==> config.mk <==
export PLATFORM = sky130hd
export DESIGN_NAME = rsa_word_unpacker
export DESIGN_NICKNAME = d
export VERILOG_FILES = /design/src/rtl/rsa_pkg.sv /design/src/rtl/rsa_word_unpacker.sv
export SDC_FILE = /design/constraint.sdc
export NUM_CORES = 1
export LEC_CHECK = 0
export BUFFER_PORTS_ARGS = -buffer_cell sky130_fd_sc_hd__buf_2
export CORE_MARGIN = 1.5
export CORE_UTILIZATION = 35
export CTS_BUF_LIST = sky130_fd_sc_hd__clkbuf_16
export DETAILED_ROUTE_END_ITERATION = 8
export PLACE_DENSITY_LB_ADDON = 0.2
export SLEW_MARGIN = 0
export SYNTH_ARGS = -nofsm -noshare
export SYNTH_HDL_FRONTEND = slang
export SYNTH_SLANG_ARGS = --single-unit
==> constraint.sdc <==
create_clock -name clk -period 1.3 [get_ports clk]
set_input_delay 0.13 -clock clk [delete_from_list [all_inputs] [get_ports clk]]
set_output_delay 0.13 -clock clk [all_outputs]
set_load 0.02 [all_outputs]
==> src/rtl/rsa_pkg.sv <==
// Shared definitions for the RSA exponentiation job sequencer.
// Contents: operand/word widths, job word counts, sequencer state encoding.
package rsa_pkg;

  localparam int unsigned KEY_W     = 128;
  localparam int unsigned EXP_W     = 32;
  localparam int unsigned WORD_W    = 32;
  localparam int unsigned M_WORDS   = 4;
  localparam int unsigned N_WORDS   = 4;
  localparam int unsigned JOB_WORDS = 9;

  typedef enum logic [1:0] {
    StLoad,
    StLaunch,
    StWait,
    StDrain
  } seq_state_t;

endpackage

==> src/rtl/rsa_word_unpacker.sv <==
// Captures a 128-bit result and streams it out as four 32-bit words, least-significant first.
// Ports: clk, reset (sync, active-high), load (capture din and start draining), din,
// out_ready (downstream accept), out_valid, out_data, out_last (high on the 4th word).
module rsa_word_unpacker
  import rsa_pkg::*;
(
  input  logic              clk,
  input  logic              reset,
  input  logic              load,
  input  logic [KEY_W-1:0]  din,
  input  logic              out_ready,
  output logic              out_valid,
  output logic [WORD_W-1:0] out_data,
  output logic              out_last
);

  logic [KEY_W-1:0] result_q;
  logic [1:0]       idx_q;
  logic             valid_q;

  always_ff @(posedge clk) begin
    if (reset) begin
      result_q <= '0;
      idx_q    <= 2'd0;
      valid_q  <= 1'b0;
    end else if (load) begin
      result_q <= din;
      idx_q    <= 2'd0;
      valid_q  <= 1'b1;
    end else if (valid_q && out_ready) begin
      // Index wraps 3 -> 0, so it is already cleared for the next result.
      idx_q <= idx_q + 2'd1;
      if (idx_q == 2'd3) begin
        valid_q <= 1'b0;
      end
    end
  end

  always_comb begin
    out_valid = valid_q;
    out_data  = valid_q ? result_q[{idx_q, 5'b0} +: WORD_W] : '0;
    out_last  = valid_q && (idx_q == 2'd3);
  end

endmodule

==> results of run 1 <==
## synth_stat cells, drive strengths merged
cell    count  area, sq um
ha          1        12.51
a21bo       2        20.02
a21oi       2        10.01
o21ba       1        10.01
a21boi      1        7.510
o22ai      32        200.2
and2        1        6.260
clkbuf     18        75.07
buf        25        320.3
mux2i     192         1922
dfxtp     131         2623
nand2b      1        6.260
nor2      128        480.5
nand3b      1        7.510
nand2       1        3.750
or2         1        6.260
nand3       1        5.000
## routing by layer
metal / share of wire [%] / global-route usage (%)
met5: 0 / 0
met4: 1.5 / 7.175
met3: 5.0 / 5.334
met2: 48 / 30.50
met1: 46 / 21.97
## per-stage QoR
stage | util (%) | instance area [sq um] | hold slack (ns)
floorplan | - | 5787 | 0.2771
global placement | 42.32 | 6746 | 0.3637
detailed placement | 42.32 | 6746 | 0.3715
CTS | 54.65 | 8712 | 0.007224
global route | 57.37 | 9146 | 0.01597
finish | 57.39 | 9149 | 0.02523
## sequential cells by signal, indices dropped and copies added (netlist names)
| name | cells |
|---|---|
| idx_q | 2 |
| result_q | 128 |
| out_valid | 1 |
## power by group through the flow
stage          Combinational (uW)  Clock, uW  Sequential, uW
2_1_floorplan                 767          0            4430
3_3_place_gp                 1070          0            4460
3_5_place_dp                 1100          0            4470
4_1_cts                      1420       5340            4390
5_1_grt                      1640       5490            4430
6_report                     1510       5220            4410
## worst max path at each step
stage                   from           end  slack (ns)  depth (start not counted)
finish              idx_q[0]  out_data[19]       -0.41                          5
global placement    idx_q[0]  out_data[31]       0.007                          4
detailed placement  idx_q[0]  out_data[31]       -0.03                          4
floorplan           idx_q[0]  out_data[23]      0.0002                          5
CTS                 idx_q[0]  out_data[31]       -0.45                          4
global route        idx_q[0]  out_data[23]       -0.47                          5
## timing repair
action	in CTS	in global routing
cloned	0	7
gates resized for setup	15	55
setup buffers	0	5
pin swaps	0	6
hold buffers	128	0
endpoints found under the hold margin	128	0
endpoints found under the setup margin	33	33
## cell type report
type                       instances  share of cell area (%)
clock buffer                      17                   4.650
multi-input combinational        365                   32.07
antenna                            1                 0.02735
tap                              216                   2.954
timing repair buffer             321                   29.21
clock inverter                    15                   2.325
sequential                       131                   28.76
## cells by family after synthesis
logic type	Yosys count	share of synthesized area [%]
multiplexers	192	33.63
AND/OR/NAND/NOR	134	9.019
flip-flops	131	45.88
buffers and inverters	43	6.918
AO/OA/AOI/OAI	38	4.335
adder cells (fa/ha/maj)	1	0.2189
## tightest hold or removal path, cell delays in order
cell     delay [ns]
buf_2          0.13
nand3_1        0.08
a21oi_1        0.06
==> metrics.txt, run 1 <==
clock sink count 131; Core Region 15940 sq um; CP required 1.17 ns; Fillers 1370; global-route wire length before repair 23990 microns; status complete, but fails checks; Clock Tree Root clkbuf_16; CP Cell Sequence buf_12 -> clkbuf_16 -> mux2i_2 -> o22ai_2 -> buf_6; final hold vios 0; sequential fraction of the synthesis area 45.88%; CTS tree done; synthesized instance count 539; post-route setup slack -0.4099 ns; worst skew pair latency 0.42 ns; Critical Path Start Type flop; share of layout cells above drive strength 1 31.33%; FP Rows 46; HPWL Detailed 9770 microns; I/O pin count 166; FF+latch area 2631 sq um; Die W 130.8 microns; CP Capture Type primary output; CP delay by family, top buffers and inverters; Net Switching 2620 uW; Worst Path Buf+Inv 3; cells on worst reg2reg path 5; Pwr Density 1218 nW/um^2; Worst Skew 0.0004605 ns; Clock Pin Slew Worst Setup and Hold Paths 0.05 ns; starting density of the core 35.85%; Detail Route Antenna Nets 0; vias 4963; CP max stage cell dfxtp_4; sequential fraction of design power 39.6%; synthesized area 5715 sq um; placed cell count 893; initial DRC count 202; Setup WS pre-CTS -0.02589 ns; largest fanout on the critical path 5; setup violation total in the final timing report 33; total gr overflow 0; post-layout power 11140 uW; worst min path class in -> reg; DR vias/cell 4.656; CTS Buf Count 17; clock network power share 46.8%; DRC errors left 0; RR Endpoint idx_q[0]; Routed WL per cell 15.19 microns; final net count 969; vias in the first global route 5048; drt pass-1 iters 4; final worst path period need 1.710 ns; TNS Setup -12.43 ns; reg-to-reg slack, setup 0.12 ns; Overall Global Routing Usage 18.18%; final worst path period share 131.5%; number of library cell types mapped by synthesis 22; failing checks negative setup slack; CTS H-tree depth 4; initial antenna violation count 1; commonest non-fill, non-tap cell in the layout mux2i_1; critical path type reg -> out; RSZ-0062 raised after global routing yes; Die Y 130.8 microns; RD Place Congestion 0.7542; Max-Slew Margin vs Limit 69.87%; mean area per synthesized cell 10.60 sq um; pin count of the biggest net entering global routing 57; Die Area 17110 sq um; fin. max-slew vios 0; synthesized net count 672; worst slew pin tran 0.4520 ns; Multi-input gate area 2934 sq um; Max Cap Viol 0; Area Growth Syn to Fin 60.07%; commonest cells after routing, fill and taps aside mux2i_1, buf_2, nor2_1, dlygate4sd3_1, dfxtp_1; hold path start out_ready; DRT Wirelength 16190 microns; Seq cells post-synth 131; Comb power frac 13.6%; sw frac 23.52%; hold endpoint idx_q[1]; PortBufs 165; clk buf depth 2; Leak 0.004046 uW; Worst VDD drop 0.9461 mV; Max Fclk 584.8 MHz; worst hold stages 3; CP max stage delay 0.38 ns; number of synthesis warnings 0; worst r2r src idx_q[0]; final std cells w/o fill 1066; Pint 8520 uW; Arrival @ worst endpoint 1.58 ns
(Power assumes the default switching activity.)
==> run 2, diff against run 1 <==
--- a/config.mk
+++ b/config.mk
@@ -5,7 +5,7 @@
 export SDC_FILE = /design/constraint.sdc
 export NUM_CORES = 1
 export LEC_CHECK = 0
-export BUFFER_PORTS_ARGS = -buffer_cell sky130_fd_sc_hd__buf_2
+export BUFFER_PORTS_ARGS = -buffer_cell sky130_fd_sc_hd__buf_4
 export CORE_MARGIN = 1.5
 export CORE_UTILIZATION = 35
 export CTS_BUF_LIST = sky130_fd_sc_hd__clkbuf_16
==> run 2 against run 1 <==
Net effect:
- the flow still finishes with violations (negative setup slack)
- routed wire length is 5.0% higher
- maximum frequency decreased by 0.97%
- sequential power hardly changed
- worst setup slack got worse by 0.017 ns
- first-iteration DRC count is 28% lower
- sequential share of layout area down 0.80 points
- non-clock buffer count is 1 higher
- sequential cell count did not move
- via count is 0.64% higher
- count of clock-buffer cells in the layout unchanged
- clock skew about the same
- power decreased by 7.7%
==> metrics.txt, run 2 (synthesis gave the netlist of run 1 again) <==
worst skew pair latency 0.42 ns (about the same); FF+latch area 2628 sq um (-0.14%); Critical Path Start Type flop; pin count of the biggest net entering global routing 46 (-19%); critical path type reg -> out; global-route wire length before repair 24610 microns (+2.6%); Worst Skew 0.0002059 ns (-0.0002546 ns); hold endpoint result_q[28]; RD Place Congestion 0.8151 (+8.1%); Die Y 130.8 microns (unchanged); met2 WL 8408 microns (+8.8%); max reg flops 128 (unchanged); CP required 1.17 ns (about the same); RSZ-0062 raised after global routing yes; largest fanout on the critical path 6 (+1); setup violation total in the final timing report 33 (unchanged); CP delay by family, top buffers and inverters; final hold vios 0 (unchanged); HPWL Detailed 10090 microns (+3.3%); DRC errors left 0 (unchanged); Crit. Startpoint idx_q[0]; CTS tree done; clock sink count 131 (unchanged); fin. max-slew vios 0 (unchanged); starting density of the core 35.85% (unchanged); Area Growth Syn to Fin 64.40%; FP Rows 46 (unchanged); failing checks negative setup slack; CP max stage cell dfxtp_4; RR Endpoint idx_q[1]; I/O pin count 166 (unchanged); CP Capture Type primary output; DR top layer met4; commonest cells after routing, fill and taps aside mux2i_1, buf_4, dlygate4sd3_1, dfxtp_1, nor2_1; initial antenna violation count 0 (-1); Biggest register result_q; worst hold margin 0.1005 ns (+0.07522 ns); status complete, but fails checks; Max-Slew Margin vs Limit 76.65% (+6.8 points); worst hold stages 2 (-1); Detail Route Antenna Nets 0 (unchanged); TNS Setup -12.88 ns (-0.4529 ns); Leak 0.004125 uW (+2.0%); share of layout cells above drive strength 1 30.58% (-0.75 points); Routed WL per cell 16.00 microns (+5.3%); Max Cap Viol 0 (unchanged); final worst path period share 132.8% (+1.3 points); PortBufs 165 (unchanged); Post-Route M1 WL 7567 microns (+2.2%); Arrival @ worst endpoint 1.60 ns (+0.02 ns); total gr overflow 0 (unchanged); Die W 130.8 microns (unchanged); worst min path class in -> reg; final net count 970 (+0.10%); Overall Global Routing Usage 18.65% (+0.47 points); initial DRC count 145 (-28%); DRT Wirelength 17010 microns (+5.0%); reg-to-reg slack, setup 0.08 ns (-0.04 ns); final worst path period need 1.727 ns (+0.01681 ns); worst r2r src idx_q[0]; Clock Pin Slew Worst Setup and Hold Paths 0.06 ns (about the same); Die Area 17110 sq um (unchanged); Worst Path Buf+Inv 3 (unchanged); Fillers 1297 (-5.3%); CP Cell Sequence buf_12 -> clkbuf_16 -> mux2i_1 -> o22ai_1 -> buf_4; Max Fclk 579.1 MHz (-0.97%); CTS H-tree depth 4 (unchanged); CP max stage delay 0.37 ns (about the same); Core Region 15940 sq um (unchanged); cells on worst reg2reg path 5 (unchanged); worst slew pin tran 0.3503 ns (-0.1017 ns); vias in the first global route 5189 (+2.8%); commonest non-fill, non-tap cell in the layout mux2i_1; CTS Buf Count 17 (unchanged); post-route setup slack -0.4267 ns (-0.01681 ns); Antenna Cells 0 (-1); Clock Tree Root clkbuf_16; clk buf depth 2 (unchanged); Multi-input gate area 2922 sq um (-0.43%); drt pass-1 iters 4 (unchanged); final core utilization 58.94% (+1.6 points); Pwr Density 1094 nW/um^2 (-10%); hold path start reset; metal3 WL 705 microns (-12%); vias 4995 (+0.64%); DR vias/cell 4.699 (+0.93%); Worst VDD drop 0.9015 mV (-4.7%)
[run 2: worst max-delay path by stage]
stage                         to  slack (ns)  cells after the start
global route         out_data[2]       -0.49                      5
CTS                 out_data[16]       -0.44                      4
detailed placement  out_data[31]      -0.007                      4
global placement    out_data[31]      -0.007                      4
finish               out_data[2]       -0.43                      5
floorplan           out_data[23]      0.0002                      5
[run 2: final cells by class]
class | instances | share of cell area (%)
Timing Repair Buffer | 322 | 32.70
Multi-Input combinational cell | 365 | 31.09
Tap cell | 216 | 2.876
Clock buffer | 17 | 4.527
Clock inverter | 12 | 0.8389
Sequential cell | 131 | 27.96
[run 2: worst reg2reg max path, delay by kind of cell, from the launching register on]
family | cells | cell delay (ns)
AOI/OAI and AO/OA | 1 | 0.12
adders and majority gates | 1 | 0.30
and+or+nand+nor | 1 | 0.07
buffers and inverters | 2 | 0.30
DFF | 1 | 0.36
[run 2: through the flow]
step	cells	cell area, sq um	setup WS (ns)	total power (uW)
2_1_floorplan	539	5787	0.0002487	5199
3_3_place_gp	892	7159	-0.006659	5674
3_5_place_dp	892	7159	-0.007367	5713
4_1_cts	1050	8987	-0.4398	10250
5_1_grt	1063	9397	-0.4855	10690
6_report	1063	9397	-0.4267	10280
[run 2: report_power, final]
group	internal [uW]	switching [uW]	total, uW
clock network	2530	1660	4190
logic	1010	670	1680
registers	4260	153	4410
[run 2: layer usage]
| layer | track usage [%] | vias to the layer above |
|---|---|---|
| met4 | 8.145 | 0 |
| li1 | - | 2473 |
| met1 | 22.21 | 2354 |
| met2 | 32.26 | 140 |
| met3 | 4.235 | 28 |
| met5 | 0 | - |
[run 2: timing repair]
| item | CTS | global route |
|---|---|---|
| gates resized for setup | 8 | 39 |
| cloned | 0 | 8 |
| hold endpoints to repair | 129 | 0 |
| pin swaps | 0 | 11 |
| buffers inserted | 0 | 5 |
| setup endpoints to repair | 33 | 33 |
| hold buffers | 129 | 0 |
